**config.mk**
```make
export PLATFORM = sky130hd
export DESIGN_NAME = strap_seq_ctrl
export DESIGN_NICKNAME = d
export VERILOG_FILES = /design/src/rtl/strap_seq_ctrl.sv
export SDC_FILE = /design/constraint.sdc
export NUM_CORES = 1
export LEC_CHECK = 0
export BUFFER_PORTS_ARGS = -buffer_cell sky130_fd_sc_hd__buf_2
export CORE_MARGIN = 8
export CORE_UTILIZATION = 45
export CTS_CLUSTER_DIAMETER = 150
export CTS_CLUSTER_SIZE = 25
export DETAILED_ROUTE_END_ITERATION = 8
export PLACE_DENSITY = 0.77
export SLEW_MARGIN = 20
export SYNTH_ARGS = -nofsm -noshare
export SYNTH_HDL_FRONTEND = slang
export SYNTH_SLANG_ARGS = --single-unit
```
**constraint.sdc**
```tcl
create_clock -name clk -period 1.8 [get_ports clk]
set_input_delay 0.36 -clock clk [delete_from_list [all_inputs] [get_ports clk]]
set_output_delay 0.36 -clock clk [all_outputs]
set_load 0.02 [all_outputs]
```
**src/rtl/strap_seq_ctrl.sv**
```systemverilog
// strap_seq_ctrl
//   Strap filter and reset sequencer for the pinmux block. After external
//   reset the pad straps are filtered until stable (or a timeout expires),
//   latched, mapped into the software-visible sticky register, and then the
//   downstream clock enable and soft reset are released with programmable
//   delays. A software write setting REBOOT_BIT re-runs the clock/soft-reset
//   sequence while keeping the sticky contents.
//
// Ports
//   clk           system clock
//   e_reset_n     external reset, asynchronous, active-low
//   p_reset_n     power-on reset, active-low, synchronous to clk
//   pad_strap_in  raw strap pads (MSB = strap mode, 1 selects DEFAULT_STRAP)
//   cs            register select
//   we            byte write enables for strap_sticky
//   data_in       write data for strap_sticky
//   strap_latch   filtered latched strap
//   strap_sticky  software strap register
//   strap_valid   strap_latch / strap_sticky valid
//   strap_err     filter timed out, last sample used
//   clk_enb       downstream clock enable (registered)
//   s_reset_n     generated soft reset, active-low (registered)
module strap_seq_ctrl #(
    parameter int               STRAP_W       = 16,
    parameter int               STICKY_W      = 32,
    parameter logic [STRAP_W-2:0] DEFAULT_STRAP = '0,
    parameter int               FILT_DEPTH    = 4,
    parameter int               FILT_MAX      = 64,
    parameter int               CLK_ENB_DLY   = 8,
    parameter int               SRST_DLY      = 8,
    parameter int               REBOOT_BIT    = STICKY_W-1
) (
    input  logic                  clk,
    input  logic                  e_reset_n,
    input  logic                  p_reset_n,
    input  logic [STRAP_W-1:0]    pad_strap_in,
    input  logic                  cs,
    input  logic [STICKY_W/8-1:0] we,
    input  logic [STICKY_W-1:0]   data_in,
    output logic [STRAP_W-1:0]    strap_latch,
    output logic [STICKY_W-1:0]   strap_sticky,
    output logic                  strap_valid,
    output logic                  strap_err,
    output logic                  clk_enb,
    output logic                  s_reset_n
);

    // Filter counters must hold FILT_MAX+1 without wrapping.
    localparam int FCNT_W  = $clog2(FILT_MAX + 2);
    localparam int DLY_MAX = (CLK_ENB_DLY > SRST_DLY) ? CLK_ENB_DLY : SRST_DLY;
    localparam int DLY_W   = (DLY_MAX > 1) ? $clog2(DLY_MAX + 1) : 1;

    typedef enum logic [2:0] {
        S_FILT,
        S_LOAD,
        S_WAIT_POR,
        S_CLK_WAIT,
        S_SRST_WAIT,
        S_RUN,
        S_REBOOT
    } state_t;

    state_t               r_state, w_state_nxt;
    logic [STRAP_W-1:0]   r_sample;
    logic [STRAP_W-1:0]   r_latch, w_latch_nxt;
    logic [FCNT_W-1:0]    r_stable_cnt, r_tmo_cnt;
    logic [DLY_W-1:0]     r_dly;
    logic [STICKY_W-1:0]  r_sticky, w_sticky_nxt, w_sticky_wr, w_strap_map;
    logic                 r_valid, w_valid_nxt;
    logic                 r_err, w_err_nxt;
    logic                 r_clk_enb, w_clk_enb_nxt;
    logic                 r_srst_n, w_srst_n_nxt;
    logic                 w_stable_hit, w_tmo_hit, w_por_abort, w_reboot_req;
    logic                 w_clk_dly_hit, w_srst_dly_hit;
    logic [STRAP_W-1:0]   w_map_src;
    logic [STRAP_W-2:0]   w_pstrap;

    assign w_stable_hit   = (r_stable_cnt == FCNT_W'(FILT_DEPTH));
    assign w_tmo_hit      = (r_tmo_cnt == FCNT_W'(FILT_MAX));
    assign w_clk_dly_hit  = (r_dly == DLY_W'(CLK_ENB_DLY - 1));
    assign w_srst_dly_hit = (r_dly == DLY_W'(SRST_DLY - 1));
    // Power-on reset only takes over once the straps have been loaded.
    assign w_por_abort    = !p_reset_n && (r_state != S_FILT) && (r_state != S_LOAD);

    // Strap map: in LOAD the freshly filtered sample is used, otherwise the latch.
    always_comb begin
        w_map_src   = (r_state == S_LOAD) ? r_sample : r_latch;
        w_pstrap    = w_map_src[STRAP_W-1] ? DEFAULT_STRAP : w_map_src[STRAP_W-2:0];
        w_strap_map = STICKY_W'(w_pstrap);
        w_strap_map[REBOOT_BIT] = 1'b0;
    end

    always_comb begin
        w_sticky_wr = r_sticky;
        for (int unsigned i = 0; i < STICKY_W/8; i++) begin
            if (cs && we[i]) begin
                w_sticky_wr[8*i +: 8] = data_in[8*i +: 8];
            end
        end
        w_reboot_req = cs && we[REBOOT_BIT/8] && data_in[REBOOT_BIT];
    end

    // State register
    always_ff @(posedge clk or negedge e_reset_n) begin
        if (!e_reset_n) begin
            r_state <= S_FILT;
        end else begin
            r_state <= w_state_nxt;
        end
    end

    // Next-state logic
    always_comb begin
        w_state_nxt = r_state;
        case (r_state)
            S_FILT:      if (w_stable_hit || w_tmo_hit) w_state_nxt = S_LOAD;
            S_LOAD:      w_state_nxt = S_WAIT_POR;
            S_WAIT_POR:  if (p_reset_n) w_state_nxt = S_CLK_WAIT;
            S_CLK_WAIT:  if (w_clk_dly_hit) w_state_nxt = S_SRST_WAIT;
            S_SRST_WAIT: if (w_srst_dly_hit) w_state_nxt = S_RUN;
            S_RUN:       if (w_reboot_req) w_state_nxt = S_REBOOT;
            S_REBOOT:    w_state_nxt = S_CLK_WAIT;
            default:     w_state_nxt = S_FILT;
        endcase
        if (w_por_abort) begin
            w_state_nxt = S_WAIT_POR;
        end
    end

    // Output logic: next values of the registered outputs
    always_comb begin
        w_latch_nxt   = r_latch;
        w_sticky_nxt  = r_sticky;
        w_valid_nxt   = r_valid;
        w_err_nxt     = r_err;
        w_clk_enb_nxt = r_clk_enb;
        w_srst_n_nxt  = r_srst_n;
        case (r_state)
            S_FILT: begin
                if (w_tmo_hit && !w_stable_hit) w_err_nxt = 1'b1;
            end
            S_LOAD: begin
                w_latch_nxt  = r_sample;
                w_sticky_nxt = w_strap_map;
                w_valid_nxt  = 1'b1;
            end
            S_WAIT_POR: begin
                w_clk_enb_nxt = 1'b0;
                w_srst_n_nxt  = 1'b0;
                w_sticky_nxt  = w_strap_map;
            end
            S_CLK_WAIT: begin
                if (w_clk_dly_hit) w_clk_enb_nxt = 1'b1;
            end
            S_SRST_WAIT: begin
                if (w_srst_dly_hit) w_srst_n_nxt = 1'b1;
            end
            S_RUN: begin
                w_sticky_nxt = w_sticky_wr;
            end
            S_REBOOT: begin
                w_clk_enb_nxt = 1'b0;
                w_srst_n_nxt  = 1'b0;
                w_sticky_nxt[REBOOT_BIT] = 1'b0;
            end
            default: ;
        endcase
        // Reload has priority over a same-cycle write.
        if (w_por_abort) begin
            w_clk_enb_nxt = 1'b0;
            w_srst_n_nxt  = 1'b0;
            w_sticky_nxt  = w_strap_map;
        end
    end

    // Datapath registers: filter, delay counter, outputs
    always_ff @(posedge clk or negedge e_reset_n) begin
        if (!e_reset_n) begin
            r_sample     <= '0;
            r_stable_cnt <= '0;
            r_tmo_cnt    <= '0;
            r_dly        <= '0;
            r_latch      <= '0;
            r_sticky     <= '0;
            r_valid      <= 1'b0;
            r_err        <= 1'b0;
            r_clk_enb    <= 1'b0;
            r_srst_n     <= 1'b0;
        end else begin
            if (r_state == S_FILT) begin
                r_sample  <= pad_strap_in;
                r_tmo_cnt <= r_tmo_cnt + FCNT_W'(1);
                // A zero count marks the very first sample after reset.
                if ((r_stable_cnt == '0) || (pad_strap_in == r_sample)) begin
                    r_stable_cnt <= r_stable_cnt + FCNT_W'(1);
                end else begin
                    r_stable_cnt <= FCNT_W'(1);
                end
            end
            if (w_state_nxt != r_state) begin
                r_dly <= '0;
            end else if ((r_state == S_CLK_WAIT) || (r_state == S_SRST_WAIT)) begin
                r_dly <= r_dly + DLY_W'(1);
            end
            r_latch   <= w_latch_nxt;
            r_sticky  <= w_sticky_nxt;
            r_valid   <= w_valid_nxt;
            r_err     <= w_err_nxt;
            r_clk_enb <= w_clk_enb_nxt;
            r_srst_n  <= w_srst_n_nxt;
        end
    end

    assign strap_latch  = r_latch;
    assign strap_sticky = r_sticky;
    assign strap_valid  = r_valid;
    assign strap_err    = r_err;
    assign clk_enb      = r_clk_enb;
    assign s_reset_n    = r_srst_n;

endmodule
```
# Yosys cells after proc, flatten, opt, wreduce, memory -nomap -nowiden
# Index checks and enable logic that the tools add are counted.
# word_totals
wordCells,92
output_inout_bits,52
input_bits,56
regBits,89
# classes
addsub,3
eq_ne,18
mux,24
reduce_logical,32
# op_table
op,n
$pmux 31 s2,1
$mux 32,1
$mux 8,4
$pmux 3 s7,1
$mux 3,6
$ne 3x3->1 const B,6
$eq 16x16->1,1
$mux 16,1
$reduce_and 2->1,8
$mux 15,1
$reduce_bool 3->1,5
$add 7x1->7 const B,2
$eq 3x3->1 const B,3
$logic_and 1x1->1,8
$mux 4,2
$eq 7x3->1 const B,1
$eq 7x7->1 const B,1
$logic_not 7->1,1
$mux 7,1
$eq 3x2->1 const B,2
$pmux 1 s2,3
$add 4x1->4 const B,1
$eq 4x3->1 const B,1
$reduce_or 2->1,2
other kinds (9),14

# Depth between registers and ports, before layout
# Gate-level depths: netlist of the first run.
# logic_depth
word_depth,7
depth_mapped,7
mapped_depth_nobuf,7

# Least setup slack after synthesis of the first run
# No wires, ideal clock.
# synth_path
path_kind,register to register
from,register r_dly[0]
to,register r_dly[0]
n_path_buf,1
setup_ns,0.133
slack_ns,0.019
period_less_slack_ns,1.781
path_stages_with_launch,8
arrival_time_ns,1.648
required_ns,1.667
path_cell_list,dfrtp_1 -> ha_1 -> and3b_1 -> clkbuf_1 -> nor3_1 -> and4b_1 -> o2111ai_1 -> a21oi_1
# synth_via
elab_chain_cells,6
elab_cells_between_ends,10
cone_classes,add/sub (1); eq/ne (2); mux (6); reduce/logical (1)
# synth_lines
item,line,text
"start, declared",67,logic [DLY_W-1:0] r_dly;
"start signal, assigned",203,r_dly <= r_dly + DLY_W'(1);
$eq 4x3->1,"80, 81",
$mux 3 (on tied branches),"120, 119",
$pmux 3 s7,115,case (r_state)
$mux 3,125,if (w_por_abort) begin
$ne 3x3->1,200,if (w_state_nxt != r_state) begin
$mux 4 or $reduce_bool 2->1 (tied branches),--,
# Several ways; a longest one is shown, not always the timed one. The select of a mux whose other input is x is not followed.
# A chain may end at the register's enable or synchronous reset.

# Worst setup path in the final report of the first run
# layout_path
from,register r_state[1]
to,"register r_sticky[2], in the netlist strap_sticky[2]"
# layout_via
elab_chain_cells,5
elab_cells_between_ends,15
cone_classes,eq/ne (5); mux (4); reduce/logical (6)
# layout_lines
item,line,text
"start, declared",63,"state_t r_state, w_state_nxt;"
"start signal, assigned",108,r_state <= w_state_nxt;
$eq 3x1->1 or $reduce_bool 3->1 (tied branches),"87, 138, 83",
$mux 16 or $logic_and 1x1->1 (tied branches),--,
$mux 15 or $logic_and 1x1->1 (tied branches),"88, 83",
$pmux 31 s2 (tied with other cells),138,case (r_state)
$mux 32 or $reduce_and 2->1 (tied branches),--,
"end signal, assigned",206,r_sticky <= w_sticky_nxt;
"end, declared",68,"logic [STICKY_W-1:0] r_sticky, w_sticky_nxt, w_sticky_wr, w_strap_map;"
# Several ways; a longest one is shown, not always the timed one.

==> reports/qor.txt, run 1 <==
Status - complete, but fails checks
Violated checks - negative setup slack
Leak Pwr - 2.57 nW
Layout area overhead - 28.4%
Most common cell in the synthesized netlist - nand2_1
Drt pass-1 iters - 4
Synthesized flop and latch total - 89
Finished Layout Cells - 697
Placement Rows - 35
TritonCTS clock tree - yes
Share of total power in combinational logic - 36.4%
Clk root buf - clkbuf_8
Port bufs - 107
Tot Pwr - 6.51 mW
Sequential share of power - 43.8%
Wire length per cell - 16.3 um
GRT Util Overall - 17.1%
Critical Path AT - 2120 ps
Worst endpoint required time - 2050 ps
Die area - 0.0129 sq mm
Net switching power - 2.45 mW
Syn Std Cell Area - 0.00430 sq mm
Clk Latency, worst-skew pair - 370 ps
Startpoint types - flop
Area of the core - 0.00924 sq mm
Synth top cells by count - nand2_1, dfrtp_1, a21oi_1
Drt drc - 0
Fin crit share - 103%
Power density over cell area - 1180 mW/mm^2
WHS - 197 ps
Final hold violation count - 0
Crit Path Max Fanout - 9
Synth Net Count - 497
Placement Cell Area - 0.00511 sq mm
Max cap viols - 0
Final net count - 625
Synth Instances - 436
Worst-Margin Slew - 419 ps
Die Y - 114 um
Ys flop type - dfrtp_1
Max VDD drop - 0.527 mV
Internal power - 4.05 mW
RSZ-0062 raised after global routing - true
Ports - 108
Tightest Hold Check Type - in2reg
Fin. max-slew vios - 0
Antenna violations before repair - 0
Ys async rst share - 100%
Vias - 3600
Final Critical Period - 1860 ps
Antenna Violating Nets Remaining - 0
Clock sinks - 89
Synth top area share - 51.8%
Avg Vias per Cell - 5.16
Slew HR - 72.1%
Post-synth EDFFs - 0
Initial core utilization - 46.6%
HPWL after DPL - 8.20 mm
WS Path Type - reg2reg
Ranking of synthesized cells by area - dfrtp_1, nand2_1, xnor2_1
Vias in the first global route - 3613
Global-route wire length before repair - 17.5 mm
Clock-pin slew on the worst setup and hold paths - 90 ps
Gpl congestion - 0.855
Placed insts - 673
Clock Power Share - 19.9%
Clock buffer count from CTS - 9
Max frequency - 0.537 GHz
# diodes - 0
Grt total ovfl - 0
Sequential share of the synthesized area - 51.8%
Synth cell types - 47
Crit end category - flop
Largest net degree at the start of global routing - 48
Sw Share - 37.7%
Final setup fails - 8
Final Skew - 9.95 ps
Final worst setup slack - -62.2 ps
Post-route cell area - 0.00552 sq mm
Synth Area per Inst - 9.87 sq um
CTS max path bufs - 2
Die W - 114 um
Area leader, netlist - dfrtp_1
DRT iter0 DRCs - 242
Post-Route WL - 11.3 mm
Proportion of layout cells with a drive suffix above 1 - 35.9%
H-tree Lvls - 3
Yosys warns - 0
-- layout by cell type (no fill, tap or decap), types with 3 or more instances in the layout --
master	synthesis	routed
nand2_1	106	106
buf_2	14	106
dfrtp_1	89	87
a21oi_1	31	27
o21ai_0	27	25
buf_4	2	24
xnor2_1	23	23
o21ai_1	18	20
nand3_1	14	13
mux2_4	10	11
inv_1	10	10
clkbuf_8	0	10
nor3b_2	9	9
nor2_1	7	7
mux2_2	6	6
xor2_1	6	6
nor3b_1	6	6
o211ai_1	5	5
nand4_1	5	5
a21oi_2	0	4
ha_1	5	4
buf_12	0	4
a31oi_1	3	3
-- cell families (layout without fill, tap and decap cells) --
kind of cell / count (synthesis) / count (layout) / share of synthesized area [%]
AO/OA/AOI/OAI: 93 / 93 / 11.8
XOR/XNOR: 29 / 29 / 5.90
adder cells (fa/ha/maj): 5 / 5 / 1.45
buffers and inverters: 34 / 165 / 3.93
flip-flops: 89 / 89 / 51.8
multiplexers: 17 / 18 / 5.29
AND/OR/NAND/NOR: 169 / 169 / 19.8
-- stage by stage --
step,utilization [%],setup WS (ps),TNS [ps]
3_5_place_dp,55.3,-81.5,-1180
4_1_cts,58.1,1.19,0
3_3_place_gp,55.3,6.69,0
5_1_grt,59.8,-131,-1700
2_1_floorplan,-,18.8,0
6_report,59.8,-62.2,-168
-- power by group through the flow --
| stage | Sequential (mW) | Clock, mW | Combinational (mW) |
|---|---|---|---|
| after floorplan | 3.18 | 0 | 1.14 |
| after detailed placement | 2.87 | 0 | 2.30 |
| final | 2.85 | 1.29 | 2.37 |
| after global routing | 2.91 | 1.39 | 2.60 |
| after global placement | 2.86 | 0 | 2.24 |
| after CTS | 2.84 | 1.31 | 2.34 |
-- sequential cells by signal (all words and copies together), names as in the netlist --
name	count
r_state	3
strap_latch	16
clk_enb	1
s_reset_n	1
strap_sticky	32
r_sample	16
r_dly	4
r_stable_cnt	7
strap_err	1
r_tmo_cnt	7
strap_valid	1
-- repair_timing --
item,CTS,global route
gates resized for setup,10,19
hold buffers,1,0
pin swaps,0,7
endpoints found under the hold margin,11,0
gates cloned,1,2
setup buffers,1,4
setup endpoints to repair,33,23
-- worst paths after layout --
check,startpoint,to,slack [ps],cells past startpoint
setup / recovery,r_state[1],strap_sticky[2],-60,8
min in group asynchronous,e_reset_n,r_sample[13],380,2
setup reg to reg,r_state[1],strap_sticky[2],-60,8
hold / removal,pad_strap_in[7],r_sample[7],200,3
hold reg to reg,strap_valid,strap_valid,480,1
max in group asynchronous,e_reset_n,r_state[0],910,3
-- layer usage --
layer | global-route usage (%) | routed length [um] | vias to the layer above
li1 | - | - | 1748
met2 | 28.1 | 5530 | 110
met5 | 0 | 0 | -
met4 | 6.74 | 174 | 0
met1 | 20.6 | 4830 | 1729
met3 | 5.07 | 804 | 13
-- critical path, cell delays in order (launching register included) --
cell and delay (ps):
dfrtp_1 410, buf_6 130, nor3b_4 170, buf_4 170, clkbuf_16 160, mux2_2 340
nor3b_1 140, a21oi_1 160, o21ai_1 80
-- cell type report --
| type | instances | area [sq um] |
|---|---|---|
| multi-input cells | 314 | 2030 |
| fillers | 786 | 3720 |
| clock inverters | 5 | 41.3 |
| clock buffers | 10 | 138 |
| flip-flops and latches | 89 | 2230 |
| well taps | 129 | 161 |
| inverters | 10 | 37.5 |
| repair buffers | 140 | 888 |
No activity file was read; power rests on OpenSTA's default activity.
==> inputs of run 2 (changes only) <==
--- a/config.mk
+++ b/config.mk
@@ -12,6 +12,7 @@
 export CTS_CLUSTER_SIZE = 25
 export DETAILED_ROUTE_END_ITERATION = 8
 export PLACE_DENSITY = 0.77
+export SETUP_SLACK_MARGIN = 0.05
 export SLEW_MARGIN = 20
 export SYNTH_ARGS = -nofsm -noshare
 export SYNTH_HDL_FRONTEND = slang
==> run 2 against run 1 <==
The flow now finishes without violations. Combinational power is essentially flat. Worst hold slack gained 19 ps. Final area is essentially flat. Total power grew 2.7%. Clock power grew 11%. Setup slack gained 86 ps. Die area is the same. Flip-flop and latch count is the same. Non-clock buffer count shrank 1. Critical path type unchanged. Critical endpoint is now strap_sticky[1]. Largest cell class unchanged. Highest routed layer unchanged.
==> reports/qor.txt, run 2 (synthesis gave the netlist of run 1 again) <==
R2r setup slk - 20 ps (+90 ps)
CTS max path bufs - 2 (unchanged)
Fin. max-slew vios - 0 (unchanged)
Grt total ovfl - 0 (unchanged)
Largest register FFs - 32 (unchanged)
Ports - 108 (unchanged)
Critical Path AT - 1990 ps (-130 ps)
Final setup fails - 0 (-8)
WS Path Type - reg2reg
Post-Route WL - 11.4 mm (+0.66%)
RSZ-0062 raised after global routing - true
H-tree Lvls - 3 (unchanged)
Largest net degree at the start of global routing - 40 (-17%)
Antenna Violating Nets Remaining - 0 (unchanged)
Clock sinks - 89 (unchanged)
Antenna violations before repair - 0 (unchanged)
Placement Rows - 35 (unchanged)
Worst endpoint required time - 2020 ps (-30 ps)
Global-route wire length before repair - 18.1 mm (+3.4%)
TritonCTS clock tree - yes
HPWL after DPL - 8.35 mm (+1.7%)
Final net count - 623 (-0.32%)
Clock buffer count from CTS - 9 (unchanged)
RR Startpoint - r_state[2]
Fillers - 748 (-4.8%)
Max frequency - 0.563 GHz (+4.9%)
Final worst setup slack - 24.1 ps (+86.2 ps)
Die W - 114 um (unchanged)
GRT Util Overall - 17.4% (+0.28 points)
Clock-pin slew on the worst setup and hold paths - 100 ps (about the same)
Clk root buf - clkbuf_8
Startpoint types - flop
Layout area overhead - 28.5% (about the same)
Worst r2r dst - strap_sticky[1]
Hold_sp - pad_strap_in[8]
Status - complete, no violations
Gpl congestion - 0.869 (+1.6%)
FF+latch area - 0.00223 sq mm (-0.11%)
Crit end category - flop
Commonest non-fill, non-tap cell in the layout - buf_2
Power density over cell area - 1210 mW/mm^2 (+2.6%)
Tightest Hold Check Type - in2reg
Drt drc - 0 (unchanged)
Die area - 0.0129 sq mm (unchanged)
Drt pass-1 iters - 4 (unchanged)
Wire length per cell - 16.4 um (+0.81%)
Avg Vias per Cell - 5.21 (+0.78%)
Tot Pwr - 6.69 mW (+2.7%)
Proportion of layout cells with a drive suffix above 1 - 36.5% (+0.59 points)
Most frequent cells in the layout - buf_2, nand2_1, dfrtp_1
Port bufs - 107 (unchanged)
# diodes - 0 (unchanged)
Final Core Density - 59.8% (about the same)
Max cap viols - 0 (unchanged)
Max VDD drop - 0.627 mV (+19%)
Die Y - 114 um (unchanged)
Worst-Margin Slew - 583 ps (+164 ps)
Slew HR - 61.1% (-11 points)
Cells on Worst Hold Path - 3 (unchanged)
Vias in the first global route - 3643 (+0.83%)
Clk Latency, worst-skew pair - 360 ps (about the same)
Vias - 3623 (+0.64%)
Final Skew - 14.2 ps (+4.22 ps)
FF-to-FF path depth - 7 (-1)
Final Critical Period - 1780 ps (-86.2 ps)
Initial core utilization - 46.6% (unchanged)
Fin crit share - 98.7% (-4.8 points)
DRT iter0 DRCs - 239 (-1.2%)
Setup TNS - 0 ps (+168 ps)
Footprint of the multi-input gates - 0.00205 sq mm (+1.1%)
Worst setup path end - strap_sticky[1]
Leak Pwr - 2.61 nW (+1.6%)
Crit Path Max Fanout - 6 (-3)
Area of the core - 0.00924 sq mm (unchanged)
Final hold violation count - 0 (unchanged)
Worst setup startpoint - r_state[2]
Pre-CTS setup slack - -108 ps (-26.5 ps)
## run 2: cell count changes in the layout (fill, tap and decap cells not counted), sizes merged
| cell | previous run | this run |
|---|---|---|
| mux2 | 17 | 16 |
| buf | 137 | 138 |
| clkinv | 2 | 3 |
| bufinv | 0 | 1 |
| inv | 11 | 12 |
| clkbuf | 12 | 10 |
| clkinvlp | 2 | 0 |
## run 2: cell type report
class,count,share of cell area [%]
clock buffer,10,2.31
clock inverter,6,1.38
inverter,10,0.679
multi-input combinational,313,37.1
sequential,89,40.3
tap,129,2.92
timing repair buffer,139,15.3
## run 2: per-stage QoR
stage,instance area (sq um),cells,hold WS (ps)
2_1_floorplan,4310,436,64.4
3_3_place_gp,5110,673,329
3_5_place_dp,5110,673,343
4_1_cts,5400,693,206
5_1_grt,5530,696,215
6_report,5530,696,216
## run 2: worst min path at each step
stage / end / slack (ps)
floorplan: clk_enb / 60
global placement: r_sample[13] / 330
detailed placement: r_sample[13] / 340
CTS: r_sample[13] / 210
global route: r_sample[5] / 220
finish: r_sample[8] / 220
## run 2: where the power goes
group | switching, mW | internal, mW | leakage [nW] | total [mW]
clock | 0.766 | 0.665 | 0.103 | 1.43
sequential | 0.380 | 2.48 | 1.14 | 2.85
combinational | 1.36 | 1.05 | 1.37 | 2.40
total | 2.50 | 4.19 | 2.61 | 6.69
## run 2: worst max-delay path: stages, from the launching register on
cell and delay (ps):
dfrtp_1 440, nor3b_4 220, buf_6 150, buf_8 130, mux2_2 350, nor3b_2 160
a21oi_1 130, o21ai_1 70
## run 2: layer usage
metal  track usage (%)  vias up  part of all wire [%]
met3              4.01       25                   6.7
met4              7.19        0                   2.8
li1                  -     1735                     -
met2              28.8      111                    50
met5                 0        -                     0
met1              21.3     1752                    41
## run 2: timing repair
item | CTS | global route
pin swaps | 2 | 3
setup buffers | 2 | 3
resized for setup | 14 | 28
gates cloned | 1 | 0
setup endpoints to repair | 20 | 26
hold buffers | 1 | 0
endpoints found under the hold margin | 32 | 0
==> inputs of run 3 (changes only) <==
==> constraint.sdc (replaced) <==
create_clock -name clk -period 1.5 [get_ports clk]
set_input_delay 0.3 -clock clk [delete_from_list [all_inputs] [get_ports clk]]
set_output_delay 0.3 -clock clk [all_outputs]
set_load 0.02 [all_outputs]
==> run 3 against run 2 <==
The run now ends with negative setup slack left. Setup slack worse by 370 ps. Clock skew is 0.60 ps lower. Critical path depth stayed put. Routed wire length up 23%. Clock power up 18%. Combinational power rose by 55%.
==> reports/qor.txt, run 3 (synthesis gave the netlist of run 1 again) <==
Status - complete, but fails checks
Violated checks - negative setup slack
Drt pass-1 iters - 5 (+1)
Avg Vias per Cell - 5.38 (+3.3%)
Proportion of layout cells with a drive suffix above 1 - 54.2% (+18 points)
Clock buffer count from CTS - 9 (unchanged)
Placement Rows - 35 (unchanged)
FF-to-FF path depth - 7 (unchanged)
RR Startpoint - r_state[1]
Final worst setup slack - -347 ps (-371 ps)
Port bufs - 107 (unchanged)
R2r setup slk - -350 ps (-370 ps)
Worst-Margin Slew - 427 ps (-156 ps)
Fin crit share - 123% (+24 points)
Drt drc - 0 (unchanged)
Vias in the first global route - 4107 (+13%)
Final Core Density - 71.9% (+12 points)
Power density over cell area - 1330 mW/mm^2 (+9.7%)
Final setup fails - 64 (+64)
Max frequency - 0.541 GHz (-3.9%)
Fin. max-slew vios - 0 (unchanged)
Worst endpoint required time - 1790 ps (-230 ps)
Placement Cell Area - 0.00546 sq mm (+6.9%)
Die area - 0.0129 sq mm (unchanged)
Wire length per cell - 18.5 um (+13%)
Crit end category - flop
HPWL after DPL - 8.57 mm (+2.6%)
Initial core utilization - 46.6% (unchanged)
GRT Util Overall - 20.0% (+2.6 points)
Max VDD drop - 0.869 mV (+39%)
Clk Latency, worst-skew pair - 360 ps (about the same)
Global-route wire length before repair - 20.6 mm (+14%)
Gpl congestion - 0.822 (-5.4%)
# diodes - 0 (unchanged)
Hold_sp - data_in[22]
Critical Path AT - 2130 ps (+140 ps)
Post-route cell area - 0.00664 sq mm (+20%)
Cells along the critical path - nor3b_4 > buf_6 > buf_12 > mux2_4 > nor3b_2 > a21oi_1 > o21ai_1
CTS max path bufs - 2 (unchanged)
Post-Route WL - 14.0 mm (+23%)
Die Y - 114 um (unchanged)
H-tree Lvls - 3 (unchanged)
Final Skew - 13.6 ps (-0.599 ps)
RSZ-0062 raised after global routing - true
WS Path Type - reg2reg
Tightest Hold Check Type - in2reg
Grt total ovfl - 0 (unchanged)
Area of the core - 0.00924 sq mm (unchanged)
Ports - 108 (unchanged)
Clk root buf - clkbuf_8
Worst path slowest cell - dfrtp_2
Max cap viols - 0 (unchanged)
Startpoint types - flop
Final hold violation count - 0 (unchanged)
Leak Pwr - 3.06 nW (+17%)
Fillers - 616 (-18%)
Clock-pin slew on the worst setup and hold paths - 100 ps (about the same)
Antenna violations before repair - 0 (unchanged)
Cells on Worst Hold Path - 3 (unchanged)
Vias - 4085 (+13%)
Antenna Violating Nets Remaining - 0 (unchanged)
Worst hold endpoint - strap_sticky[22]
DRT iter0 DRCs - 232 (-2.9%)
Final Critical Period - 1850 ps (+71.2 ps)
Commonest non-fill, non-tap cell in the layout - buf_2
Slew HR - 71.4% (+10 points)
Die W - 114 um (unchanged)
Worst r2r dst - strap_sticky[6]
Crit Path Max Fanout - 8 (+2)
Largest net degree at the start of global routing - 34 (-15%)
Largest register FFs - 32 (unchanged)
TritonCTS clock tree - yes
Clock sinks - 89 (unchanged)
Most frequent cells in the layout - buf_2, dfrtp_1, nand2_1
Largest stage delay, worst path - 440 ps (about the same)
Final net count - 687 (+10%)
Layout area overhead - 54.4%
[run 3: changes by cell type in the layout (fill, tap and decap cells not counted), moves of 5 or more]
cell     before  now
o21ai_0      23    4
o21ai_4       0    6
xnor2_1      23   18
o21ai_1      19   32
xnor2_2       0    5
a21oi_2       2   10
nand2_2       1   23
nand2_4       0    8
buf_6         6   23
a21oi_1      29   18
nand2_1     105   75
buf_4        22   56
[run 3: metrics by stage]
step | setup TNS [ps] | setup WS (ps) | std cells | hold slack (ps) | power (mW)
after floorplan | -4160 | -242 | 436 | 4.41 | 5.31
after global placement | -6740 | -184 | 706 | 247 | 6.32
after detailed placement | -9450 | -283 | 706 | 244 | 6.41
after CTS | -6210 | -219 | 750 | 142 | 8.45
after global routing | -11380 | -411 | 760 | 148 | 9.28
final | -7750 | -347 | 760 | 154 | 8.81
[run 3: worst max path at each step]
stage,endpoint,start
floorplan,strap_sticky[7],r_state[1]
global placement,strap_sticky[11],r_state[2]
detailed placement,r_dly[3],r_state[2]
CTS,strap_sticky[0],r_state[2]
global route,strap_sticky[6],r_state[1]
finish,strap_sticky[6],r_state[1]
[run 3: critical path, delay by kind of cell, from the launching register on]
family | cells | cell delay (ps)
flip-flops | 1 | 440
AO/OA/AOI/OAI | 2 | 240
multiplexers | 1 | 380
AND/OR/NAND/NOR | 2 | 430
buffers and inverters | 2 | 280
[run 3: layer usage]
metal | global-route usage [%] | wire, um | part of all wire (%) | vias to the layer above
met2 | 34.2 | 7410 | 53 | 165
met4 | 5.86 | 320 | 2.3 | 0
li1 | - | - | - | 1878
met1 | 23.6 | 5310 | 38 | 2015
met5 | 0 | 0 | 0 | -
met3 | 6.02 | 991 | 7.1 | 27
[run 3: where the power goes]
part | total (mW) | internal, mW | switching [mW]
Clock | 1.69 | 0.795 | 0.894
Combinational | 3.72 | 1.74 | 1.98
Sequential | 3.40 | 2.97 | 0.433
Total | 8.81 | 5.51 | 3.30
[run 3: final cells by class]
cell class | count | area [sq um] | area share [%]
Clock inverter | 6 | 72.6 | 1.09
Tap cell | 129 | 161 | 2.43
Inverter | 10 | 37.5 | 0.565
Clock buffer | 10 | 128 | 1.92
Sequential cell | 89 | 2230 | 33.6
Multi-Input combinational cell | 316 | 2490 | 37.5
Timing Repair Buffer | 200 | 1520 | 22.9
[run 3: repair_timing]
item	CTS	global route
resized for setup	88	80
gates cloned	6	3
setup endpoints to repair	67	71
buffers inserted	21	13
pin swaps	41	54
endpoints found under the hold margin	25	0
hold buffers	1	0
